$ cat config.mk
export PLATFORM = sky130hd
export DESIGN_NAME = alu_seq_ctrl
export DESIGN_NICKNAME = d
export VERILOG_FILES = /design/src/rtl/alu_ctrl_pkg.sv /design/src/rtl/alu_seq_ctrl.sv
export SDC_FILE = /design/constraint.sdc
export NUM_CORES = 1
export LEC_CHECK = 0
export ABC_AREA = 0
export BUFFER_PORTS_ARGS = -buffer_cell sky130_fd_sc_hd__buf_2
export CORE_ASPECT_RATIO = 0.8
export CORE_UTILIZATION = 55
export DETAILED_ROUTE_END_ITERATION = 10
export PLACE_DENSITY_LB_ADDON = 0.3
export SKIP_CTS_REPAIR_TIMING = 1
export SLEW_MARGIN = 40
export SYNTH_ARGS = -nofsm -noshare
export SYNTH_HDL_FRONTEND = slang
export SYNTH_SLANG_ARGS = --single-unit
$ cat constraint.sdc
create_clock -name clk -period 3.82 [get_ports clk]
set_clock_uncertainty 0.2 [all_clocks]
set_input_delay 0 -clock clk [delete_from_list [all_inputs] [get_ports clk]]
set_output_delay 0 -clock clk [all_outputs]
set_load 0.02 [all_outputs]
$ cat src/rtl/alu_ctrl_pkg.sv
// alu_ctrl_pkg
// Shared types and constants for the ALU sequencer.
//   state_t : sequencer FSM states
//   op_t    : operation select (MUL / ADD16)
//   ALU_W   : width of the shared adder ALU
package alu_ctrl_pkg;

  typedef enum logic [2:0] {IDLE, MUL_RUN, ADD_LO, ADD_HI, DONE} state_t;

  typedef enum logic {OP_MUL = 1'b0, OP_ADD16 = 1'b1} op_t;

  localparam int ALU_W = 8;

endpackage

$ cat src/rtl/alu_seq_ctrl.sv
// alu_seq_ctrl
// Multi-cycle sequencer that drives an external WIDTH-bit adder ALU to run
// either an unsigned WIDTHxWIDTH shift-add multiply or a 2*WIDTH-bit add
// built as a two-limb carry chain.
//
// Ports:
//   clk, rst_n          clock (rising edge), synchronous active-low reset
//   start, op           request (accepted only when ready) and op select
//   op_a, op_b          2*WIDTH-bit operands, latched on accept
//   ready               high while idle
//   done                one-cycle pulse when result/carry become valid
//   result, carry       registered outcome, held until the next done
//   alu_a/alu_b/alu_cin registered drive into the external ALU
//   alu_sum/alu_cout    combinational answer from the external ALU
//
// All outputs are registers. The ALU drive for a cycle is prepared on the
// edge that enters that cycle's state, so the ALU answer is available in the
// same cycle and is consumed on the edge that leaves it.
module alu_seq_ctrl
  import alu_ctrl_pkg::*;
#(
  parameter int WIDTH    = ALU_W,
  parameter int MUL_ITER = WIDTH
) (
  input  logic               clk,
  input  logic               rst_n,
  input  logic               start,
  input  logic               op,
  input  logic [2*WIDTH-1:0] op_a,
  input  logic [2*WIDTH-1:0] op_b,
  output logic               ready,
  output logic               done,
  output logic [2*WIDTH-1:0] result,
  output logic               carry,
  output logic [WIDTH-1:0]   alu_a,
  output logic [WIDTH-1:0]   alu_b,
  output logic               alu_cin,
  input  logic [WIDTH-1:0]   alu_sum,
  input  logic               alu_cout
);

  localparam int CNT_W = $clog2(MUL_ITER) + 1;
  localparam logic [CNT_W-1:0] CNT_LAST = CNT_W'(MUL_ITER - 1);
  localparam logic [WIDTH-1:0] ZERO_W   = {WIDTH{1'b0}};

  state_t               state_r, state_s;
  logic [WIDTH-1:0]     m_r, m_s;          // multiplicand
  logic [WIDTH-1:0]     q_r, q_s;          // multiplier / low product bits
  logic [WIDTH-1:0]     acc_r, acc_s;      // partial-product high half
  logic [CNT_W-1:0]     cnt_r, cnt_s;
  logic [WIDTH-1:0]     a_hi_r, a_hi_s;    // upper limbs for ADD16
  logic [WIDTH-1:0]     b_hi_r, b_hi_s;
  logic [WIDTH-1:0]     lo_r, lo_s;        // low limb of the ADD16 sum
  logic [2*WIDTH-1:0]   result_r, result_s;
  logic                 carry_r, carry_s;
  logic                 done_r, done_s;
  logic                 ready_r, ready_s;
  logic [WIDTH-1:0]     alu_a_r, alu_a_s;
  logic [WIDTH-1:0]     alu_b_r, alu_b_s;
  logic                 alu_cin_r, alu_cin_s;

  assign ready   = ready_r;
  assign done    = done_r;
  assign result  = result_r;
  assign carry   = carry_r;
  assign alu_a   = alu_a_r;
  assign alu_b   = alu_b_r;
  assign alu_cin = alu_cin_r;

  // State and datapath registers with synchronous reset.
  always_ff @(posedge clk) begin
    if (!rst_n) begin
      state_r   <= IDLE;
      m_r       <= ZERO_W;
      q_r       <= ZERO_W;
      acc_r     <= ZERO_W;
      cnt_r     <= {CNT_W{1'b0}};
      a_hi_r    <= ZERO_W;
      b_hi_r    <= ZERO_W;
      lo_r      <= ZERO_W;
      result_r  <= {2*WIDTH{1'b0}};
      carry_r   <= 1'b0;
      done_r    <= 1'b0;
      ready_r   <= 1'b1;
      alu_a_r   <= ZERO_W;
      alu_b_r   <= ZERO_W;
      alu_cin_r <= 1'b0;
    end else begin
      state_r   <= state_s;
      m_r       <= m_s;
      q_r       <= q_s;
      acc_r     <= acc_s;
      cnt_r     <= cnt_s;
      a_hi_r    <= a_hi_s;
      b_hi_r    <= b_hi_s;
      lo_r      <= lo_s;
      result_r  <= result_s;
      carry_r   <= carry_s;
      done_r    <= done_s;
      ready_r   <= ready_s;
      alu_a_r   <= alu_a_s;
      alu_b_r   <= alu_b_s;
      alu_cin_r <= alu_cin_s;
    end
  end

  // Next-state, datapath update and next-cycle ALU drive.
  always_comb begin
    state_s   = state_r;
    m_s       = m_r;
    q_s       = q_r;
    acc_s     = acc_r;
    cnt_s     = cnt_r;
    a_hi_s    = a_hi_r;
    b_hi_s    = b_hi_r;
    lo_s      = lo_r;
    result_s  = result_r;
    carry_s   = carry_r;
    done_s    = 1'b0;
    alu_a_s   = ZERO_W;
    alu_b_s   = ZERO_W;
    alu_cin_s = 1'b0;

    case (state_r)
      IDLE: begin
        if (start) begin
          if (op_t'(op) == OP_MUL) begin
            m_s     = op_a[WIDTH-1:0];
            q_s     = op_b[WIDTH-1:0];
            acc_s   = ZERO_W;
            cnt_s   = {CNT_W{1'b0}};
            state_s = MUL_RUN;
            // First iteration: ACC is zero, addend gated by multiplier LSB.
            alu_a_s = ZERO_W;
            alu_b_s = op_b[0] ? op_a[WIDTH-1:0] : ZERO_W;
          end else begin
            a_hi_s  = op_a[2*WIDTH-1:WIDTH];
            b_hi_s  = op_b[2*WIDTH-1:WIDTH];
            state_s = ADD_LO;
            alu_a_s = op_a[WIDTH-1:0];
            alu_b_s = op_b[WIDTH-1:0];
          end
        end else begin
          state_s = IDLE;
        end
      end

      MUL_RUN: begin
        // The 9-bit ALU answer shifts right across {ACC,Q}.
        acc_s = {alu_cout, alu_sum[WIDTH-1:1]};
        q_s   = {alu_sum[0], q_r[WIDTH-1:1]};
        cnt_s = cnt_r + {{(CNT_W-1){1'b0}}, 1'b1};
        if (cnt_r == CNT_LAST) begin
          state_s  = DONE;
          result_s = {acc_s, q_s};
          carry_s  = 1'b0;
          done_s   = 1'b1;
        end else begin
          alu_a_s = acc_s;
          alu_b_s = q_s[0] ? m_r : ZERO_W;
        end
      end

      ADD_LO: begin
        lo_s      = alu_sum;
        state_s   = ADD_HI;
        alu_a_s   = a_hi_r;
        alu_b_s   = b_hi_r;
        // The registered carry-in doubles as the inter-limb carry.
        alu_cin_s = alu_cout;
      end

      ADD_HI: begin
        result_s = {alu_sum, lo_r};
        carry_s  = alu_cout;
        done_s   = 1'b1;
        state_s  = DONE;
      end

      DONE: begin
        state_s = IDLE;
      end

      default: begin
        state_s = IDLE;
      end
    endcase

    ready_s = (state_s == IDLE);
  end

endmodule

After elaboration in Yosys (flattened, before gate mapping)
Index checks and enable logic that the tools add are counted.
{ "word_totals": {"regBits": 83, "out_inout_bits": 36, "word_cells": 58} }
{ "classes": {"addsub": 1, "eq_ne": 7, "n_mux": 26, "bitwise_logic": 1, "reduce_logical": 9} }
{ "op_table": {"columns": ["operator", "count"], "rows": [
  ["$mux 8", 10],
  ["$pmux 8 s3", 2],
  ["$pmux 16 s2", 1],
  ["$mux 16", 1],
  ["$pmux 8 s2", 1],
  ["$pmux 3 s4", 1],
  ["$reduce_and 3->1", 3],
  ["$mux 4", 2],
  ["$pmux 4 s2", 1],
  ["$eq 3x2->1 const B", 2],
  ["$logic_not 3->1", 2],
  ["$mux 3", 2],
  ["$ne 2x2->1 const B", 3],
  ["$add 4x1->4 const B", 1],
  ["$eq 4x3->1 const B", 1],
  ["$pmux 1 s2", 2],
  ["$reduce_and 2->1", 2],
  ["$reduce_bool 2->1", 2],
  ["$eq 3x1->1 const B", 1],
  ["$mux 1", 2],
  ["$mux 2", 1],
  ["$not 1->1", 1]
]} }

Depth between registers and ports, before layout
{ "depth": {"ltp_word": 4, "mapped_depth": 7, "depth_no_buf": 5} }

Least setup slack after synthesis
No wires, ideal clock.
{ "synth_timing": {"kind": "register -> register", "start": "register cnt_r[0]", "end": "register alu_b_r[1], in the netlist alu_b[1]", "setup_time_ps": 122, "arrival_ps": 1510, "required_ps": 3498, "setup_slack_ps": 1989, "path_stages_with_launch": 7, "n_path_buf": 1, "cell_sequence": "dfxtp_1 -> ha_1 -> and3b_1 -> nor2_8 -> and3_1 -> buf_4 -> a221o_1"} }
{ "synth_between": {"elab_chain_len": 3} }
{ "synth_lines": {"columns": ["item", "line_no", "rtl"], "rows": [
  ["start: declaration", "alu_seq_ctrl.sv:50", "logic [CNT_W-1:0] cnt_r, cnt_s;"],
  ["start signal: assignment", "alu_seq_ctrl.sv:77", "cnt_r <= {CNT_W{1'b0}};"],
  ["start signal: assignment", "alu_seq_ctrl.sv:93", "cnt_r <= cnt_s;"],
  ["$eq 4x3->1", "alu_seq_ctrl.sv:153", "if (cnt_r == CNT_LAST) begin"],
  ["$mux 8", "alu_seq_ctrl.sv:153", null],
  ["$pmux 8 s3", "alu_seq_ctrl.sv:124", "case (state_r)"],
  ["end signal: assignment", "alu_seq_ctrl.sv:102", "alu_b_r <= alu_b_s;"],
  ["end: declaration", "alu_seq_ctrl.sv:59", "logic [WIDTH-1:0] alu_b_r, alu_b_s;"]
]} }
No other way between the ends.
A chain may end at the register's enable or synchronous reset.

Worst setup path after layout
{ "layout_timing": {"start": "register state_r[1]", "end": "register alu_b_r[1], in the netlist alu_b[1]"} }
{ "layout_between": {"elab_chain_len": 2} }
{ "layout_lines": {"columns": ["item", "line_no", "rtl"], "rows": [
  ["start: declaration", "alu_seq_ctrl.sv:46", "state_t state_r, state_s;"],
  ["start signal: assignment", "alu_seq_ctrl.sv:89", "state_r <= state_s;"],
  ["$eq 3x2->1, or another cell as far along", "alu_seq_ctrl.sv:124", null],
  ["$pmux 8 s3 *", "alu_seq_ctrl.sv:124", null]
]} }
Mark *: on every way between the ends. The rest lies on a longest branch, timed or not.

==> metrics.txt <==
Total Nets Final 535; crit path DAT 2.93 ns; Total Wirelength 9520 um; starting DRC count in detailed routing 369; Starting Density 58.4%; sequential area share after synthesis 50.4%; Root Buffer clkbuf_8; post-DR wirelength/cell 16.7 um; worst-path maximum fanout 12; Yosys reg bits 82; largest net degree at the start of global routing 67; Min Hold Slack -0.0272 ns; Synth-to-Final Area Change 32.2%; maximum VDD drop 337 uV; die height 70.9 um; max_slew headroom 51.0%; Mapped Cells 373; setup repair after global routing missed its margin no; vias per inst 5.71; H-Tree Depth 3; Port Buffers 80; Hold Path Origin op_b[0]; CTS tree built; launch point of the worst reg-to-reg path state_r[1]$_SDFF_PN0_; clk sink count 82; crit end category flip-flop; fin util 77.1%; Core Footprint 5590 um2; P per Cell Area 404 nW/um2; Mapped Avg Cell Area 8.74 um2; final setup vio count 0; Max Freq 354 MHz; layout cell share with drive strength beyond 1 20.3%; Pleak 1.82 nW; Via Count 3,257; hold depth 4; fin crit share 74.0%; Slew Limit Fails 0; status complete, but fails checks; gr ovfl total 0; minimum clock period 2.83 ns; Die Wd 88.1 um; HPWL Detailed 5860 um; synthesis warning total 0; WHS Endpoint alu_b[0]$_SDFF_PN0_; Crit Path Category flip-flop to flip-flop; antenna violations before repair 0; post-route ant nets 0; synth unique cells 37; CTS buffer count 9; Worst Max-Slew Pin Slew 0.733 ns; WP data required 3.92 ns; first-pass GRT wire length 13,200 um; clk_lat worst skew 0.36 ns; GP Congestion 0.868; # DRC 0; Mapped Nets 419; GRT Resource Usage Total 28.3%; Pwr Total 1.74 mW; failing checks negative hold slack; FILL cells 396; top-level port count 81; Reg2Reg Depth 5; # rows 24; Clock Pin Slew Worst Setup and Hold Paths 0.07 ns; max cap viols 0; Synth Cell Area 3260 um2; commonest cells after routing, fill and taps aside nand2_1 (85), dfxtp_1 (82), buf_2 (80), nor2_1 (57), dlygate4sd3_1 (50); Reg2Reg Setup Slack 0.99 ns; total negative slack 0 ns; CP startpoint kind flip-flop; Hold WC Path Type primary input to flip-flop; Diodes inserted 0; First-pass DRT Iterations 6; Longest Clk Path Bufs 2; endpoints failing hold 1; vias in the first global route 2,610; die footprint 6240 um2; commonest non-fill, non-tap cell in the layout nand2_1; Worst R2R End alu_b[1]$_SDFF_PN0_
state kept, by name (all words and copies together) (netlist names), 7 cells and up:
register,cells
a_hi_r,8
alu_a,8
alu_b,8
b_hi_r,8
lo_r,8
m_r,8
q_r,7
result,16
kinds of logic after synthesis:
family	Yosys count	synth area share [%]
AOI/OAI and AO/OA	96	23.1
xor gates and xnor gates	2	0.538
adders and majority gates	1	0.384
buffers and inverters	29	4.07
DFF	82	50.4
and+or+nand+nor	163	21.6
metal layers:
layer / track usage (%) / vias to the layer above / share of wire (%)
met5: 0 / - / 0
li1: - / 1537 / -
met3: 8.40 / 26 / 8.7
met2: 38.7 / 187 / 46
met4: 8.60 / 0 / 2.3
met1: 42.9 / 1507 / 43
worst max-delay path: stages, from the launching register on:
cell	delay, ns
dfxtp_1	0.44
nor4b_4	0.63
and2_1	0.43
and3_1	0.36
a221o_1	0.18
dlygate4sd3_1	0.53
worst max-delay path by stage:
| stage | from | end | cells after the start |
|---|---|---|---|
| 4_1_cts | state_r[1]$_SDFF_PN0_ | a_hi_r[7]$_SDFFE_PN0P_ | 4 |
| 3_3_place_gp | state_r[1]$_SDFF_PN0_ | alu_a[2]$_SDFF_PN0_ | 4 |
| 2_1_floorplan | cnt_r[0]$_SDFFE_PN0P_ | alu_b[1]$_SDFF_PN0_ | 6 |
| 6_report | state_r[1]$_SDFF_PN0_ | alu_b[1]$_SDFF_PN0_ | 5 |
| 3_5_place_dp | state_r[1]$_SDFF_PN0_ | a_hi_r[7]$_SDFFE_PN0P_ | 4 |
| 5_1_grt | state_r[1]$_SDFF_PN0_ | alu_b[3]$_SDFF_PN0_ | 5 |
area by class of cell:
| class | count | area (um2) | share of cell area, % |
|---|---|---|---|
| clock buffers | 11 | 131 | 3.05 |
| repair buffers | 132 | 916 | 21.3 |
| clock inverters | 3 | 18.8 | 0.436 |
| flip-flops and latches | 82 | 1640 | 38.1 |
| well taps | 78 | 97.6 | 2.27 |
| multi-input cells | 262 | 1500 | 34.7 |
| inverters | 2 | 7.51 | 0.174 |
synthesized netlist by cell type:
| master | n | area, um2 |
|---|---|---|
| a21boi_0 | 18 | 135 |
| a21boi_1 | 15 | 113 |
| a21o_1 | 1 | 7.51 |
| a21oi_1 | 8 | 40.0 |
| a221o_1 | 7 | 70.1 |
| a22oi_1 | 8 | 60.1 |
| a32o_1 | 1 | 10.0 |
| a32oi_1 | 7 | 61.3 |
| and2_1 | 6 | 37.5 |
| and3_1 | 2 | 12.5 |
| and3b_1 | 1 | 8.76 |
| buf_1 | 2 | 7.51 |
| buf_2 | 10 | 50.1 |
| buf_4 | 3 | 22.5 |
| clkbuf_1 | 12 | 45.0 |
| dfxtp_1 | 82 | 1640 |
| ha_1 | 1 | 12.5 |
| inv_1 | 2 | 7.51 |
| nand2_1 | 85 | 319 |
| nand2_2 | 1 | 6.26 |
| nand3_1 | 1 | 5.00 |
| nand3b_1 | 1 | 7.51 |
| nand4_1 | 1 | 6.26 |
| nor2_1 | 57 | 214 |
| nor2_8 | 1 | 20.0 |
| nor2b_1 | 2 | 12.5 |
| nor3_1 | 1 | 5.00 |
| nor3b_2 | 2 | 25.0 |
| nor4b_2 | 1 | 15.0 |
| o211a_1 | 1 | 10.0 |
| o211ai_1 | 1 | 7.51 |
| o21ai_0 | 4 | 20.0 |
| o221ai_1 | 23 | 201 |
| o22ai_1 | 1 | 6.26 |
| o311a_1 | 1 | 10.0 |
| or3b_1 | 1 | 8.76 |
| xor2_1 | 2 | 17.5 |
power breakdown:
group          internal, mW  switching (mW)  total, mW
registers             0.903          0.0343      0.937
clock network         0.228           0.296      0.525
logic                 0.120           0.158      0.278
total                  1.25           0.489       1.74
through the flow:
step	instance area (um2)	setup WS, ns	instances
finish	4310	0.992	570
global route	4310	0.832	570
CTS	3800	1.22	520
detailed placement	3650	1.24	506
global placement	3650	1.29	506
floorplan	3260	1.99	373
Power figures use the tool's default switching activity.
